### src/rtl/lc3_exec_unit_if.sv
// Control/bus-side signal bundle for lc3_exec_unit: register/CC load strobes,
// operand selects, the MUL start/busy/done handshake and the ALU result.
interface lc3_exec_unit_if #(
    parameter int DATA_W   = 16,
    parameter int NUM_REGS = 8,
    parameter int IMM_W    = 5
);
    localparam int RA_W = $clog2(NUM_REGS);

    logic              i_LD_REG;
    logic              i_LD_CC;
    logic [2:0]        i_ALUK;
    logic [1:0]        i_DRMUX;
    logic [1:0]        i_SR1MUX;
    logic [RA_W-1:0]   i_IR_DR;
    logic [RA_W-1:0]   i_IR_SR1;
    logic [RA_W-1:0]   i_IR_SR2;
    logic              i_IR_5;
    logic [IMM_W-1:0]  i_IMM;
    logic [DATA_W-1:0] i_bus;
    logic              i_start;
    logic              o_busy;
    logic              o_done;
    logic [2:0]        o_NZP;
    logic [DATA_W-1:0] o_ToBus;

    modport master (
        output i_LD_REG, i_LD_CC, i_ALUK, i_DRMUX, i_SR1MUX, i_IR_DR, i_IR_SR1,
               i_IR_SR2, i_IR_5, i_IMM, i_bus, i_start,
        input  o_busy, o_done, o_NZP, o_ToBus
    );

    modport slave (
        input  i_LD_REG, i_LD_CC, i_ALUK, i_DRMUX, i_SR1MUX, i_IR_DR, i_IR_SR1,
               i_IR_SR2, i_IR_5, i_IMM, i_bus, i_start,
        output o_busy, o_done, o_NZP, o_ToBus
    );
endinterface

### src/rtl/lc3_exec_unit.sv
// LC-3 style register file + ALU with an iterative shift-add multiplier and NZP codes.
// Define LC3_EXEC_BYPASS_EN to forward a same-cycle register write onto the read ports.
module lc3_exec_unit #(
    parameter int DATA_W   = 16,
    parameter int NUM_REGS = 8,
    parameter int IMM_W    = 5
) (
    input  logic i_CLK,
    input  logic i_RST_N,
    lc3_exec_unit_if.slave bus_if
);
    localparam int RA_W  = $clog2(NUM_REGS);
    localparam int CNT_W = $clog2(DATA_W + 1);

    typedef enum logic [1:0] {ST_IDLE, ST_RUN, ST_DONE} state_t;

    logic [DATA_W-1:0] regs_reg [NUM_REGS];
    logic [RA_W-1:0]   dr_addr;
    logic [RA_W-1:0]   sr1_addr;
    logic [DATA_W-1:0] sr1_val;
    logic [DATA_W-1:0] sr2_val;
    logic [DATA_W-1:0] imm_sext;
    logic [DATA_W-1:0] op_b;
    logic [DATA_W-1:0] alu_result;

    state_t            state_reg, state_next;
    logic              mul_accept;
    logic              mul_busy;
    logic              mul_done;
    logic [DATA_W-1:0] mcand_reg;
    logic [DATA_W-1:0] mplier_reg;
    logic [DATA_W-1:0] acc_reg;
    logic [DATA_W-1:0] acc_sum;
    logic [DATA_W-1:0] prod_reg;
    logic [CNT_W-1:0]  cnt_reg;
    logic [2:0]        nzp_reg;

    always_comb begin
        dr_addr = bus_if.i_IR_DR;
        case (bus_if.i_DRMUX)
            2'b00:   dr_addr = bus_if.i_IR_DR;
            2'b01:   dr_addr = RA_W'(NUM_REGS - 2);
            2'b10:   dr_addr = RA_W'(NUM_REGS - 1);
            default: dr_addr = '0;
        endcase
        sr1_addr = bus_if.i_IR_DR;
        case (bus_if.i_SR1MUX)
            2'b00:   sr1_addr = bus_if.i_IR_DR;
            2'b01:   sr1_addr = bus_if.i_IR_SR1;
            2'b10:   sr1_addr = RA_W'(NUM_REGS - 2);
            default: sr1_addr = '0;
        endcase
    end

    // One enable-gated register per entry so the whole file clears on reset.
    generate
        for (genvar gi = 0; gi < NUM_REGS; gi++) begin : g_regs
            always_ff @(posedge i_CLK or negedge i_RST_N) begin
                if (!i_RST_N)
                    regs_reg[gi] <= '0;
                else if (bus_if.i_LD_REG && (dr_addr == RA_W'(gi)))
                    regs_reg[gi] <= bus_if.i_bus;
            end
        end
    endgenerate

`ifdef LC3_EXEC_BYPASS_EN
    assign sr1_val = (bus_if.i_LD_REG && (dr_addr == sr1_addr)) ? bus_if.i_bus : regs_reg[sr1_addr];
    assign sr2_val = (bus_if.i_LD_REG && (dr_addr == bus_if.i_IR_SR2)) ? bus_if.i_bus
                                                                       : regs_reg[bus_if.i_IR_SR2];
`else
    assign sr1_val = regs_reg[sr1_addr];
    assign sr2_val = regs_reg[bus_if.i_IR_SR2];
`endif

    assign imm_sext = {{(DATA_W - IMM_W){bus_if.i_IMM[IMM_W-1]}}, bus_if.i_IMM};
    assign op_b     = bus_if.i_IR_5 ? imm_sext : sr2_val;

    always_comb begin
        alu_result = '0;
        case (bus_if.i_ALUK)
            3'b000:  alu_result = sr1_val + op_b;
            3'b001:  alu_result = sr1_val & op_b;
            3'b010:  alu_result = ~sr1_val;
            3'b011:  alu_result = sr1_val;
            3'b100:  alu_result = prod_reg;
            default: alu_result = '0;
        endcase
    end

    always_ff @(posedge i_CLK or negedge i_RST_N) begin
        if (!i_RST_N)
            state_reg <= ST_IDLE;
        else
            state_reg <= state_next;
    end

    always_comb begin
        state_next = state_reg;
        mul_accept = 1'b0;
        mul_busy   = 1'b0;
        mul_done   = 1'b0;
        case (state_reg)
            ST_IDLE: begin
                if (bus_if.i_start && (bus_if.i_ALUK == 3'b100)) begin
                    mul_accept = 1'b1;
                    state_next = ST_RUN;
                end
            end
            ST_RUN: begin
                mul_busy = 1'b1;
                if (cnt_reg == CNT_W'(1))
                    state_next = ST_DONE;
            end
            ST_DONE: begin
                mul_done   = 1'b1;
                state_next = ST_IDLE;
            end
            default: state_next = ST_IDLE;
        endcase
    end

    // Multiplicand shifts left while the multiplier shifts right, LSB first.
    assign acc_sum = acc_reg + (mplier_reg[0] ? mcand_reg : '0);

    always_ff @(posedge i_CLK or negedge i_RST_N) begin
        if (!i_RST_N) begin
            mcand_reg  <= '0;
            mplier_reg <= '0;
            acc_reg    <= '0;
            cnt_reg    <= '0;
            prod_reg   <= '0;
        end else if (mul_accept) begin
            mcand_reg  <= sr1_val;
            mplier_reg <= op_b;
            acc_reg    <= '0;
            cnt_reg    <= CNT_W'(DATA_W);
        end else if (state_reg == ST_RUN) begin
            acc_reg    <= acc_sum;
            mcand_reg  <= mcand_reg << 1;
            mplier_reg <= mplier_reg >> 1;
            cnt_reg    <= cnt_reg - CNT_W'(1);
            if (cnt_reg == CNT_W'(1))
                prod_reg <= acc_sum;
        end
    end

    always_ff @(posedge i_CLK or negedge i_RST_N) begin
        if (!i_RST_N)
            nzp_reg <= 3'b010;
        else if (bus_if.i_LD_CC) begin
            if (bus_if.i_bus[DATA_W-1])
                nzp_reg <= 3'b100;
            else if (bus_if.i_bus == '0)
                nzp_reg <= 3'b010;
            else
                nzp_reg <= 3'b001;
        end
    end

    assign bus_if.o_busy  = mul_busy;
    assign bus_if.o_done  = mul_done;
    assign bus_if.o_NZP   = nzp_reg;
    assign bus_if.o_ToBus = alu_result;
endmodule

### src/flat_wrapper.sv
// flat-port wrapper written by rule: the top's interface ports become plain ports
module lc3_exec_unit_flat 
#(
    parameter int DATA_W   = 16,
    parameter int NUM_REGS = 8,
    parameter int IMM_W    = 5
)
  (i_CLK, i_RST_N, bus_if_i_LD_REG, bus_if_i_LD_CC, bus_if_i_ALUK, bus_if_i_DRMUX, bus_if_i_SR1MUX, bus_if_i_IR_DR, bus_if_i_IR_SR1, bus_if_i_IR_SR2, bus_if_i_IR_5, bus_if_i_IMM, bus_if_i_bus, bus_if_i_start, bus_if_o_busy, bus_if_o_done, bus_if_o_NZP, bus_if_o_ToBus);
  lc3_exec_unit_if #(.DATA_W(DATA_W), .NUM_REGS(NUM_REGS), .IMM_W(IMM_W)) bus_if_i ();
  input  logic i_CLK;
  input  logic i_RST_N;
  input wire logic [$bits(bus_if_i.i_LD_REG)-1:0] bus_if_i_LD_REG;
  input wire logic [$bits(bus_if_i.i_LD_CC)-1:0] bus_if_i_LD_CC;
  input wire logic [$bits(bus_if_i.i_ALUK)-1:0] bus_if_i_ALUK;
  input wire logic [$bits(bus_if_i.i_DRMUX)-1:0] bus_if_i_DRMUX;
  input wire logic [$bits(bus_if_i.i_SR1MUX)-1:0] bus_if_i_SR1MUX;
  input wire logic [$bits(bus_if_i.i_IR_DR)-1:0] bus_if_i_IR_DR;
  input wire logic [$bits(bus_if_i.i_IR_SR1)-1:0] bus_if_i_IR_SR1;
  input wire logic [$bits(bus_if_i.i_IR_SR2)-1:0] bus_if_i_IR_SR2;
  input wire logic [$bits(bus_if_i.i_IR_5)-1:0] bus_if_i_IR_5;
  input wire logic [$bits(bus_if_i.i_IMM)-1:0] bus_if_i_IMM;
  input wire logic [$bits(bus_if_i.i_bus)-1:0] bus_if_i_bus;
  input wire logic [$bits(bus_if_i.i_start)-1:0] bus_if_i_start;
  output wire logic [$bits(bus_if_i.o_busy)-1:0] bus_if_o_busy;
  output wire logic [$bits(bus_if_i.o_done)-1:0] bus_if_o_done;
  output wire logic [$bits(bus_if_i.o_NZP)-1:0] bus_if_o_NZP;
  output wire logic [$bits(bus_if_i.o_ToBus)-1:0] bus_if_o_ToBus;
  assign bus_if_i.i_LD_REG = bus_if_i_LD_REG;
  assign bus_if_i.i_LD_CC = bus_if_i_LD_CC;
  assign bus_if_i.i_ALUK = bus_if_i_ALUK;
  assign bus_if_i.i_DRMUX = bus_if_i_DRMUX;
  assign bus_if_i.i_SR1MUX = bus_if_i_SR1MUX;
  assign bus_if_i.i_IR_DR = bus_if_i_IR_DR;
  assign bus_if_i.i_IR_SR1 = bus_if_i_IR_SR1;
  assign bus_if_i.i_IR_SR2 = bus_if_i_IR_SR2;
  assign bus_if_i.i_IR_5 = bus_if_i_IR_5;
  assign bus_if_i.i_IMM = bus_if_i_IMM;
  assign bus_if_i.i_bus = bus_if_i_bus;
  assign bus_if_i.i_start = bus_if_i_start;
  assign bus_if_o_busy = bus_if_i.o_busy;
  assign bus_if_o_done = bus_if_i.o_done;
  assign bus_if_o_NZP = bus_if_i.o_NZP;
  assign bus_if_o_ToBus = bus_if_i.o_ToBus;
  lc3_exec_unit #(.DATA_W(DATA_W), .NUM_REGS(NUM_REGS), .IMM_W(IMM_W)) u_core (.i_CLK(i_CLK), .i_RST_N(i_RST_N), .bus_if(bus_if_i));
endmodule
### config.mk
export PLATFORM = sky130hd
export DESIGN_NAME = lc3_exec_unit_flat
export DESIGN_NICKNAME = d
export VERILOG_FILES = /design/src/rtl/lc3_exec_unit_if.sv /design/src/rtl/lc3_exec_unit.sv /design/src/flat_wrapper.sv
export SDC_FILE = /design/constraint.sdc
export NUM_CORES = 1
export LEC_CHECK = 0
export CORE_ASPECT_RATIO = 1.1
export CORE_MARGIN = 10
export CORE_UTILIZATION = 60
export CTS_CLUSTER_SIZE = 40
export DETAILED_ROUTE_END_ITERATION = 10
export PLACE_DENSITY = 0.79
export SLEW_MARGIN = 20
export SYNTH_ARGS = -nofsm -noshare
export SYNTH_HDL_FRONTEND = slang
export SYNTH_SLANG_ARGS = --single-unit
### constraint.sdc
create_clock -name i_CLK -period 6.6 [get_ports i_CLK]
set_input_delay 1.32 -clock i_CLK [delete_from_list [all_inputs] [get_ports i_CLK]]
set_output_delay 1.32 -clock i_CLK [all_outputs]
set_load 0.005 [all_outputs]
==> flow_metrics.py <==
metrics = {
    "run_status": {
        "status": "finished, final reports clean",
    },
    "synthesis": {
        "synth_fa_ha_area_share_pct": 3.86,
        "synth_compound_area_share_pct": 15.8,
        "synth_xor_area_share_pct": 1.75,
        "synth-seq-cells": 202,
        "ys_seq_area_share_pct": 38.8,
        "ys_warn_count": 0,
        "async_flop_share_pct": 100,
        "ys_types": 77,
        "ys.flop_type": "dfrtp_1",
        "synthesis.instances": 1218,
        "synth_nets": 1300,
        "synth_simple_gate_area_share_pct": 10.8,
        "synth_edf_count": 0,
        "synth_top_family_by_area": "multiplexers",
        "syn_area_per_cell_sq_um": 10.7,
        "synth_mux_area_share_pct": 25.3,
        "syn_area_sq_mm": 0.0130,
    },
    "global_routing": {
        "grt_pass1_vias": 10800,
        "track_usage_pct": 24.9,
        "busiest_layer": "met2",
        "grt_max_degree": 83,
        "grt_pass1_wl_um": 58000,
        "antenna_found_initial": 0,
        "gr-usage-met1_pct": 32.7,
        "use_met2_pct": 41.8,
        "grt_overflow": 0,
        "met3_usage_pct": 3.52,
    },
    "clock_network": {
        "clockBufferDepth": 3,
        "htree_levels": 1,
        "hold_buffers": 0,
        "root_buffer": "clkbuf_16",
        "cts_buffers": 23,
        "cts_tree": "yes",
        "insertion_delay_ns": 0.53,
        "path_clk_slew_ns": 0.07,
        "cts_sinks": 202,
    },
    "pwr": {
        "powerDensity_mw_per_mm2": 365,
        "ir_worst_vdd_uv": 233,
        "cellLeakagePower_nw": 6.91,
        "fin_total_pwr_mw": 5.73,
    },
    "setup_path": {
        "required_ns": 5.28,
        "slowest_stage": "clkdlybuf4s50_1",
        "crit_fanout": 13,
        "max_stage_delay_ns": 0.51,
        "arrival_ns": 5.21,
        "crit_path_start_kind": "input port",
        "end_kind": "output pin",
        "cp_cell_sequence": "clkdlybuf4s50_1 -> mux2i_4 -> nor2_4 -> buf_12 -> buf_12 -> mux2i_1 -> mux2i_1 -> mux2_2 -> ha_1 -> buf_4 -> a21oi_1 -> a21o_1 -> a21oi_4 -> buf_4 -> o22ai_2 -> xnor2_1 -> nand2_1 -> nand3_2 -> clkdlybuf4s50_1",
        "path_class": "input port to output pin",
    },
    "placed_design": {
        "place_area_sq_mm": 0.0146,
        "io_buffers": 63,
        "place_inst": 1605,
        "place_congestion": 0.916,
        "hpwl_um": 24500,
        "dpl_worst_slack_ns": -0.348,
    },
    "timing": {
        "setup_viol": 0,
        "hold_viol_final": 0,
        "rsz0062_at_grt": "yes",
        "maxSlewViolCount": 0,
        "tightest_slew_ns": 0.941,
        "setup_ws_ns": 0.0708,
        "fmaxAchievable_ghz": 0.153,
        "finalCritPeriodShare_pct": 98.9,
        "skew_ns": 0.0209,
        "slew_headroom_pct": 37.1,
        "fin_tns_setup_ns": 0,
        "timing.hold.ws_ns": 0.498,
        "min_period_ns": 6.53,
    },
    "drt": {
        "initialDrtViolationCount": 1001,
        "first_pass_iters": 5,
        "vias_per_cell": 6.56,
        "ant_nets": 0,
        "num_vias": 10900,
        "wire_per_inst_um": 21.9,
        "drc_errors": 0,
        "postRouteWirelength_um": 36300,
    },
    "cells_and_area": {
        "syn_to_final_growth_pct": 20.4,
        "post-route-util_pct": 73.4,
        "drive_gt1_share_pct": 29.0,
        "layout.nets": 1433,
        "final_area_sq_mm": 0.0157,
        "stdcell_count": 1657,
        "diodes": 0,
        "largest_reg_flops": 128,
    },
    "floorplan": {
        "coreArea_sq_mm": 0.0214,
        "ios": 64,
        "initial_core_util_pct": 61.0,
        "fp.dieH_um": 175,
        "std_cell_rows": 56,
        "die_w_um": 160,
        "die_area_sq_mm": 0.0280,
    },
    "run": {
        "maxCapViolCount": 0,
    },
    "hold_path": {
        "min_path_type": "flop to flop",
    },
}
-- area by class of cell --
cell class	instances	area (sq um)
clock buffer	30	662
clock inverter	11	148
fill	1483	5680
inverter	27	101
multi-input combinational	907	7650
sequential	202	5060
tap	290	363
timing repair buffer	190	1710
-- report_power, final --
group | switching [mW] | internal, mW | total (mW)
registers | 0.400 | 1.68 | 2.08
logic | 1.10 | 1.18 | 2.28
clock network | 0.544 | 0.826 | 1.37
total | 2.04 | 3.68 | 5.73
-- path summary, 6_finish.rpt --
check,startpoint,endpoint,slack (ns),depth (start not counted)
setup / recovery,bus_if_i_IR_DR[0],bus_if_o_ToBus[9],0.07,19
hold / removal,u_core.prod_reg[6],u_core.prod_reg[6],0.50,2
max in group asynchronous,i_RST_N,u_core.regs_reg[113],4.48,2
setup reg to reg,u_core.mplier_reg[0],u_core.acc_reg[14],3.40,11
hold reg to reg,u_core.prod_reg[6],u_core.prod_reg[6],0.50,2
min in group asynchronous,i_RST_N,u_core.cnt_reg[0],0.81,1
-- routing by layer --
layer | wire, um | up-vias
met5 | 0 | -
li1 | - | 4863
met2 | 17600 | 478
met1 | 15400 | 5444
met4 | 1010 | 0
met3 | 2380 | 92
-- cell usage after synthesis (5+ instances only) --
master    number  area (sq um)
nor2_1        37           139
o32a_1        11           110
a22oi_1       62           465
a21oi_1       32           160
mux2i_1       94           941
dfrtp_1      201          5030
a21o_1        14           105
nor3_2         5          50.1
a221o_1        6          60.1
xor2_1         8          70.1
ha_1          37           463
inv_1         25          93.8
o21a_1         8          60.1
o32ai_1       14           123
xnor2_1       18           158
nor3_1        11          55.1
clkbuf_1      52           195
nand2b_1       6          37.5
o22ai_1        6          37.5
nand4_1        6          37.5
a211oi_1      18           135
buf_2         19          95.1
and2_1        17           106
and3_1         6          37.5
nand3_1       28           140
buf_4          5          37.5
nand2_1      115           432
o21ai_0       66           330
nor4_1         7          43.8
mux4_2        32           721
o211ai_1       7          52.6
nor2b_1       20           125
mux2_2       141          1590
-- worst max-delay path: cells and delay by family --
family	cells	cell delay, ns
mux	4	0.72
xor+xnor	1	0.13
fa+ha+maj	1	0.33
buf+inv	6	1.64
simple gates	3	0.47
compound gates	4	0.59
-- cells in the final DEF (no fill, tap or decap), drive strengths merged, types with 32 or more instances in the layout --
| cell type | count |
|---|---|
| mux2 | 143 |
| a22oi | 64 |
| buf | 128 |
| nor2 | 41 |
| mux2i | 95 |
| a21oi | 32 |
| clkdlybuf4s50 | 53 |
| nand2 | 116 |
| clkbuf | 32 |
| mux4 | 32 |
| ha | 37 |
| dfrtp | 201 |
| o21ai | 70 |
-- timing repair --
action                                  4_1_cts  5_1_grt
buffers inserted                              0       10
endpoints found under the setup margin        6        9
gates resized for setup                      17       24
pin swaps                                     4       11
gates cloned                                  0        1
-- kinds of logic (layout without fill, tap and decap cells) --
family / after synthesis / after routing
muxes: 270 / 270
adders and majority gates: 39 / 39
buffers and inverters: 109 / 258
and+or+nand+nor: 281 / 281
AOI/OAI and AO/OA: 291 / 291
xor gates and xnor gates: 26 / 26
DFF: 202 / 202
No activity file was read; power rests on OpenSTA's default activity.
